$ cat config.mk
export PLATFORM = sky130hd
export DESIGN_NAME = mem_port_arbiter_flat
export DESIGN_NICKNAME = d
export VERILOG_FILES = /design/src/rtl/mem_port_arbiter_if.sv /design/src/rtl/mem_port_arbiter.sv /design/src/flat_wrapper.sv
export SDC_FILE = /design/constraint.sdc
export NUM_CORES = 1
export LEC_CHECK = 0
export ABC_AREA = 1
export CAP_MARGIN = 5
export CORE_UTILIZATION = 47
export CTS_CLUSTER_SIZE = 12
export DETAILED_ROUTE_END_ITERATION = 6
export PLACE_DENSITY = 0.95
export SLEW_MARGIN = 0
export SYNTH_ARGS = -nofsm -noshare
export SYNTH_HDL_FRONTEND = slang
export SYNTH_SLANG_ARGS = --single-unit
$ cat constraint.sdc
create_clock -name clk -period 15.2 [get_ports clk]
set_input_delay 3.04 -clock clk [delete_from_list [all_inputs] [get_ports clk]]
set_output_delay 3.04 -clock clk [all_outputs]
set_load 0.005 [all_outputs]
$ cat src/rtl/mem_port_arbiter_if.sv
// Bus bundle between the core's fetch/data ports, the arbiter and the unified memory.
// slave is the arbiter's view; master is the environment (core + memory) view.
interface mem_port_arbiter_if;
    logic        if_req;
    logic [31:0] if_addr;
    logic [31:0] if_rdata;
    logic        if_ack;
    logic        d_req;
    logic        d_we;
    logic [31:0] d_addr;
    logic [31:0] d_wdata;
    logic [31:0] d_rdata;
    logic        d_ack;
    logic        err;
    logic        m_req;
    logic        m_we;
    logic [31:0] m_addr;
    logic [31:0] m_wdata;
    logic [31:0] m_rdata;
    logic        m_ready;
    logic        stall;

    modport slave (
        input  if_req, if_addr, d_req, d_we, d_addr, d_wdata, m_rdata, m_ready,
        output if_rdata, if_ack, d_rdata, d_ack, err, m_req, m_we, m_addr, m_wdata, stall
    );

    modport master (
        output if_req, if_addr, d_req, d_we, d_addr, d_wdata, m_rdata, m_ready,
        input  if_rdata, if_ack, d_rdata, d_ack, err, m_req, m_we, m_addr, m_wdata, stall
    );
endinterface

$ cat src/rtl/mem_port_arbiter.sv
// Serialises the core's fetch and data ports onto one single-port memory with
// data priority, a fetch anti-starvation streak limit and a per-transfer watchdog.
module mem_port_arbiter #(
    parameter int unsigned MAX_STREAK = 4,
    parameter int unsigned TIMEOUT    = 16
) (
    input logic               clk,
    input logic               reset,
    mem_port_arbiter_if.slave bus
);
    localparam int unsigned SW = (MAX_STREAK > 0) ? $clog2(MAX_STREAK + 1) : 1;
    localparam int unsigned TW = (TIMEOUT > 1) ? $clog2(TIMEOUT) : 1;
    localparam logic [SW-1:0] STREAK_MAX = SW'(MAX_STREAK);
    localparam logic [TW-1:0] TIMER_LAST = TW'(TIMEOUT - 1);

    typedef enum logic [1:0] {IDLE, FETCH, DATA} state_t;

    state_t        state_q, state_d;
    logic [SW-1:0] streak_q, streak_d;
    logic [TW-1:0] timer_q, timer_d;
    logic          if_elig, d_elig;
    logic          grant_f, grant_d, done, tmo;
    logic [31:0]   ret_data;

    logic          m_req_q, m_we_q, if_ack_q, d_ack_q, err_q;
    logic [31:0]   m_addr_q, m_wdata_q, if_rdata_q, d_rdata_q;

    // A port being acknowledged this cycle is masked from arbitration.
    assign if_elig = bus.if_req & ~if_ack_q;
    assign d_elig  = bus.d_req  & ~d_ack_q;

    // Next-state, grant and transfer-completion decode.
    always_comb begin
        state_d  = state_q;
        streak_d = streak_q;
        timer_d  = timer_q;
        grant_f  = 1'b0;
        grant_d  = 1'b0;
        done     = 1'b0;
        tmo      = 1'b0;
        ret_data = '0;
        case (state_q)
            IDLE: begin
                if (d_elig && (!if_elig || streak_q != STREAK_MAX)) begin
                    state_d  = DATA;
                    grant_d  = 1'b1;
                    timer_d  = '0;
                    if (if_elig) begin
                        streak_d = (streak_q == STREAK_MAX) ? streak_q : streak_q + SW'(1);
                    end else begin
                        streak_d = '0;
                    end
                end else if (if_elig) begin
                    state_d  = FETCH;
                    grant_f  = 1'b1;
                    timer_d  = '0;
                    streak_d = '0;
                end
            end
            FETCH, DATA: begin
                timer_d = timer_q + TW'(1);
                if (bus.m_ready) begin
                    done     = 1'b1;
                    ret_data = bus.m_rdata;
                    state_d  = IDLE;
                end else if (timer_q == TIMER_LAST) begin
                    tmo     = 1'b1;
                    state_d = IDLE;
                end
            end
            default: state_d = IDLE;
        endcase
    end

    // State, command capture and completion registers.
    always_ff @(posedge clk or posedge reset) begin
        if (reset) begin
            state_q    <= IDLE;
            streak_q   <= '0;
            timer_q    <= '0;
            m_req_q    <= 1'b0;
            m_we_q     <= 1'b0;
            m_addr_q   <= '0;
            m_wdata_q  <= '0;
            if_ack_q   <= 1'b0;
            d_ack_q    <= 1'b0;
            err_q      <= 1'b0;
            if_rdata_q <= '0;
            d_rdata_q  <= '0;
        end else begin
            state_q  <= state_d;
            streak_q <= streak_d;
            timer_q  <= timer_d;
            m_req_q  <= (state_d != IDLE);
            if_ack_q <= 1'b0;
            d_ack_q  <= 1'b0;
            err_q    <= 1'b0;
            if (grant_d) begin
                m_addr_q  <= bus.d_addr;
                m_we_q    <= bus.d_we;
                m_wdata_q <= bus.d_wdata;
            end else if (grant_f) begin
                m_addr_q  <= bus.if_addr;
                m_we_q    <= 1'b0;
                m_wdata_q <= '0;
            end
            if (done || tmo) begin
                err_q <= tmo;
                if (state_q == FETCH) begin
                    if_ack_q   <= 1'b1;
                    if_rdata_q <= ret_data;
                end else begin
                    d_ack_q <= 1'b1;
                    // Stores leave the load data register untouched.
                    if (!m_we_q) begin
                        d_rdata_q <= ret_data;
                    end
                end
            end
        end
    end

    assign bus.m_req    = m_req_q;
    assign bus.m_we     = m_we_q;
    assign bus.m_addr   = m_addr_q;
    assign bus.m_wdata  = m_wdata_q;
    assign bus.if_ack   = if_ack_q;
    assign bus.d_ack    = d_ack_q;
    assign bus.err      = err_q;
    assign bus.if_rdata = if_rdata_q;
    assign bus.d_rdata  = d_rdata_q;
    assign bus.stall    = if_elig | d_elig;
endmodule

$ cat src/flat_wrapper.sv
// flat-port wrapper written by rule: the top's interface ports become plain ports
module mem_port_arbiter_flat 
#(
    parameter int unsigned MAX_STREAK = 4,
    parameter int unsigned TIMEOUT    = 16
)
  (clk, reset, bus_if_req, bus_if_addr, bus_d_req, bus_d_we, bus_d_addr, bus_d_wdata, bus_m_rdata, bus_m_ready, bus_if_rdata, bus_if_ack, bus_d_rdata, bus_d_ack, bus_err, bus_m_req, bus_m_we, bus_m_addr, bus_m_wdata, bus_stall);
  mem_port_arbiter_if bus_i ();
  input logic clk;
  input logic reset;
  input wire logic [$bits(bus_i.if_req)-1:0] bus_if_req;
  input wire logic [$bits(bus_i.if_addr)-1:0] bus_if_addr;
  input wire logic [$bits(bus_i.d_req)-1:0] bus_d_req;
  input wire logic [$bits(bus_i.d_we)-1:0] bus_d_we;
  input wire logic [$bits(bus_i.d_addr)-1:0] bus_d_addr;
  input wire logic [$bits(bus_i.d_wdata)-1:0] bus_d_wdata;
  input wire logic [$bits(bus_i.m_rdata)-1:0] bus_m_rdata;
  input wire logic [$bits(bus_i.m_ready)-1:0] bus_m_ready;
  output wire logic [$bits(bus_i.if_rdata)-1:0] bus_if_rdata;
  output wire logic [$bits(bus_i.if_ack)-1:0] bus_if_ack;
  output wire logic [$bits(bus_i.d_rdata)-1:0] bus_d_rdata;
  output wire logic [$bits(bus_i.d_ack)-1:0] bus_d_ack;
  output wire logic [$bits(bus_i.err)-1:0] bus_err;
  output wire logic [$bits(bus_i.m_req)-1:0] bus_m_req;
  output wire logic [$bits(bus_i.m_we)-1:0] bus_m_we;
  output wire logic [$bits(bus_i.m_addr)-1:0] bus_m_addr;
  output wire logic [$bits(bus_i.m_wdata)-1:0] bus_m_wdata;
  output wire logic [$bits(bus_i.stall)-1:0] bus_stall;
  assign bus_i.if_req = bus_if_req;
  assign bus_i.if_addr = bus_if_addr;
  assign bus_i.d_req = bus_d_req;
  assign bus_i.d_we = bus_d_we;
  assign bus_i.d_addr = bus_d_addr;
  assign bus_i.d_wdata = bus_d_wdata;
  assign bus_i.m_rdata = bus_m_rdata;
  assign bus_i.m_ready = bus_m_ready;
  assign bus_if_rdata = bus_i.if_rdata;
  assign bus_if_ack = bus_i.if_ack;
  assign bus_d_rdata = bus_i.d_rdata;
  assign bus_d_ack = bus_i.d_ack;
  assign bus_err = bus_i.err;
  assign bus_m_req = bus_i.m_req;
  assign bus_m_we = bus_i.m_we;
  assign bus_m_addr = bus_i.m_addr;
  assign bus_m_wdata = bus_i.m_wdata;
  assign bus_stall = bus_i.stall;
  mem_port_arbiter #(.MAX_STREAK(MAX_STREAK), .TIMEOUT(TIMEOUT)) u_core (.clk(clk), .reset(reset), .bus(bus_i));
endmodule
==> impl_metrics.yaml <==
global_route:
  busiest_layer: "met2"
  gr-total-overflow: 0
  first_global_vias: 6588
  antenna_found_initial: 0
  grt_util_met2_pct: 45.7
  gr-usage-met3_pct: 9.92
  grt_pass1_wl_um: 31000
  use_met1_pct: 30.9
  grt_max_degree: 84
  grt.total_usage_pct: 27.1
setup_path:
  worstPathMaxFanout: 5
  path_common_cell: "clkdlybuf4s50_1"
  worstSetupPathType: "primary input to output pin"
  r2r-end: "u_core.bus.m_wdata[0]"
  endpoint_kind: "output pin"
  start_kind: "primary input"
  cpPeakStageDelay_ps: 510
  crit_slowest_cell: "clkdlybuf4s50_1"
  crit_required_ps: 12160
  reg2reg_depth: 9
  crit_chain: "clkdlybuf4s50_1 > nand2_2 > nand2_1 > clkdlybuf4s50_1"
  crit_arrival_ps: 4270
  timing.rr.start: "u_core.streak_q[0]"
  r2r_slack_ps: 12030
floorplan:
  die_x_um: 121
  coreArea_um2: 13800
  die_h_um: 121
  rows: 43
  ios: 268
  die_area_um2: 14600
  start_util_pct: 48.1
timing:
  finalSetupTns_ps: 0
  drv_slew: 0
  relSlewSlack_pct: 31.0
  fin_crit_sh_pct: 48.1
  postLayoutSetupSlackWorst_ps: 7890
  worst_slew_pin_slew_ps: 1040
  finClkSkew_ps: 6.26
  clock.fmax_mhz: 137
  period_needed_ps: 7310
  holdWs_ps: 468
  hold_viol: 0
  rsz0062_at_grt: "no"
  setup_viol: 0
clock_tree:
  tritoncts: "yes"
  clock-root-buffer: "clkbuf_16"
  clk_latency_ps: 420
  cts_sinks: 142
  cts_hold_buffers: 0
  post_cts_resized: 0
  cts_buffers: 17
  cts_setup_buffers: 0
  clk_path_buf_depth: 2
  clk_pin_slew_ps: 60
  htreeDepth: 4
logic_synthesis:
  synth_top_area_share_pct: 53.4
  ys_seq_elements: 142
  yosysMostFrequentCell: "nand2_1"
  yosys-top-cells-count: "nand2_1 (416), dfrtp_1 (142), inv_1 (113)"
  ys_warn_count: 0
  synth_cell_type_count: 25
  async_flop_share_pct: 100
  syn_inst: 854
  yosysTopAreaCell: "dfrtp_1"
  synth_area_um2: 6650
  synth-edff-count: 0
  yosysSeqAreaShare_pct: 53.4
  synth_ff_type: "dfrtp_1"
  postSynthAreaPerCell_um2: 7.79
  synthTopCellsByArea: "dfrtp_1 (53%), nand2_1 (23%), inv_1 (6.4%)"
  synthesis.nets: 994
power:
  swShare_pct: 35.2
  ir_drop_uv: 134
  p_seq_share_pct: 33.2
  powerDensity_nw_per_um2: 197
  switchingPower_mw: 0.688
  leakage_nw: 5.33
  internal_power_mw: 1.27
  pwr-share-comb_pct: 43.6
  power_frac_clock_pct: 23.2
detailed_routing:
  final_antenna_net_count: 0
  drt_iter0_markers: 410
  dr.pass1.iters: 5
  via_per_inst: 5.01
  dr_total_vias: 6474
  totalWireLength_um: 19400
  drcViolationCount: 0
  wire_per_inst_um: 15.0
worst_hold_path:
  hold_end: "u_core.bus.d_rdata[13]"
  min_path_type: "register to register"
  whs_path_depth: 2
  worstHoldStart: "u_core.bus.d_rdata[13]"
flow_run:
  drv_cap: 0
final_layout:
  antenna_cells: 0
  num-fill-cells: 980
  postLayoutCoreUtil_pct: 71.9
  drive_gt1_share_pct: 4.68
  areaGrowthSynthToFinish_pct: 49.5
  finalNetCount: 1241
placed_design:
  gp_congestion: 0.831
  port_buffers: 267
  dp_hpwl_um: 12700
  place_ws_ps: 7880
run_status:
  outcome: "complete, no violations"
-- metal layers --
layer  up-vias  wire, µm  share of wire [%]
met5         -         0                  0
met4         0       579                3.0
met3        47      2010                 10
met2       320      9350                 48
met1      3037      7510                 39
li1       3070         -                  -
-- worst max-delay path: cells and delay by family --
family | cells | cell delay (ps)
AND/OR/NAND/NOR | 2 | 210
buffers and inverters | 2 | 1010
-- state kept, by name (all words and copies together), names as in the netlist --
signal / count
u_core.streak_q: 3
u_core.bus.if_ack: 1
u_core.bus.d_rdata: 32
u_core.bus.d_ack: 1
u_core.timer_q: 4
u_core.state_q: 2
u_core.bus.m_addr: 32
u_core.bus.m_req: 1
u_core.bus.m_wdata: 32
u_core.bus.if_rdata: 32
u_core.bus.err: 1
u_core.bus.m_we: 1
-- logic make-up after synthesis --
group           share of synthesized area [%]
flops                                    53.4
xor+xnor                                0.132
compound gates                          0.545
simple gates                             33.7
fa+ha+maj                                1.13
buf+inv                                  11.0
-- power groups by stage --
stage	Combinational [mW]	Clock, mW	Sequential [mW]
final	0.852	0.453	0.650
after global placement	0.820	0	0.641
after floorplan	0.396	0	0.655
after detailed placement	0.850	0	0.647
after CTS	0.858	0.460	0.648
after global routing	0.946	0.475	0.669
-- worst max-delay path by stage --
stage | start | to | slack, ps
floorplan | reset | u_core.bus.d_ack | 8350
global placement | bus_if_req | bus_stall | 7880
detailed placement | bus_if_req | bus_stall | 7880
CTS | bus_if_req | bus_stall | 7880
global route | bus_if_req | bus_stall | 7830
finish | bus_if_req | bus_stall | 7890
-- final cells by class --
cell class | count | area [µm²] | share of cell area, %
well taps | 180 | 225 | 2.26
inverters | 119 | 452 | 4.54
repair buffers | 272 | 2710 | 27.3
flip-flops and latches | 142 | 3550 | 35.7
multi-input cells | 549 | 2360 | 23.8
clock inverters | 13 | 215 | 2.16
clock buffers | 17 | 425 | 4.28
-- cells in the final DEF, fill, tap and decap left out, drive strengths merged --
master	count
nor2	7
clkinvlp	4
nor3b	1
clkdlybuf4s50	267
ha	6
clkinv	4
inv	119
nand3	73
nand3b	2
dfrtp	142
buf	5
nand4	32
a21oi	1
o21ai	4
bufinv	5
clkbuf	17
xnor2	1
nand2	422
-- per-stage QoR --
step,std cells,total power [mW],area (µm²)
5_1_grt,1292,2.09,9940
3_3_place_gp,1262,1.46,9300
4_1_cts,1292,1.97,9940
2_1_floorplan,854,1.05,6650
3_5_place_dp,1262,1.50,9300
6_report,1292,1.96,9940
(Power assumes the default switching activity.)
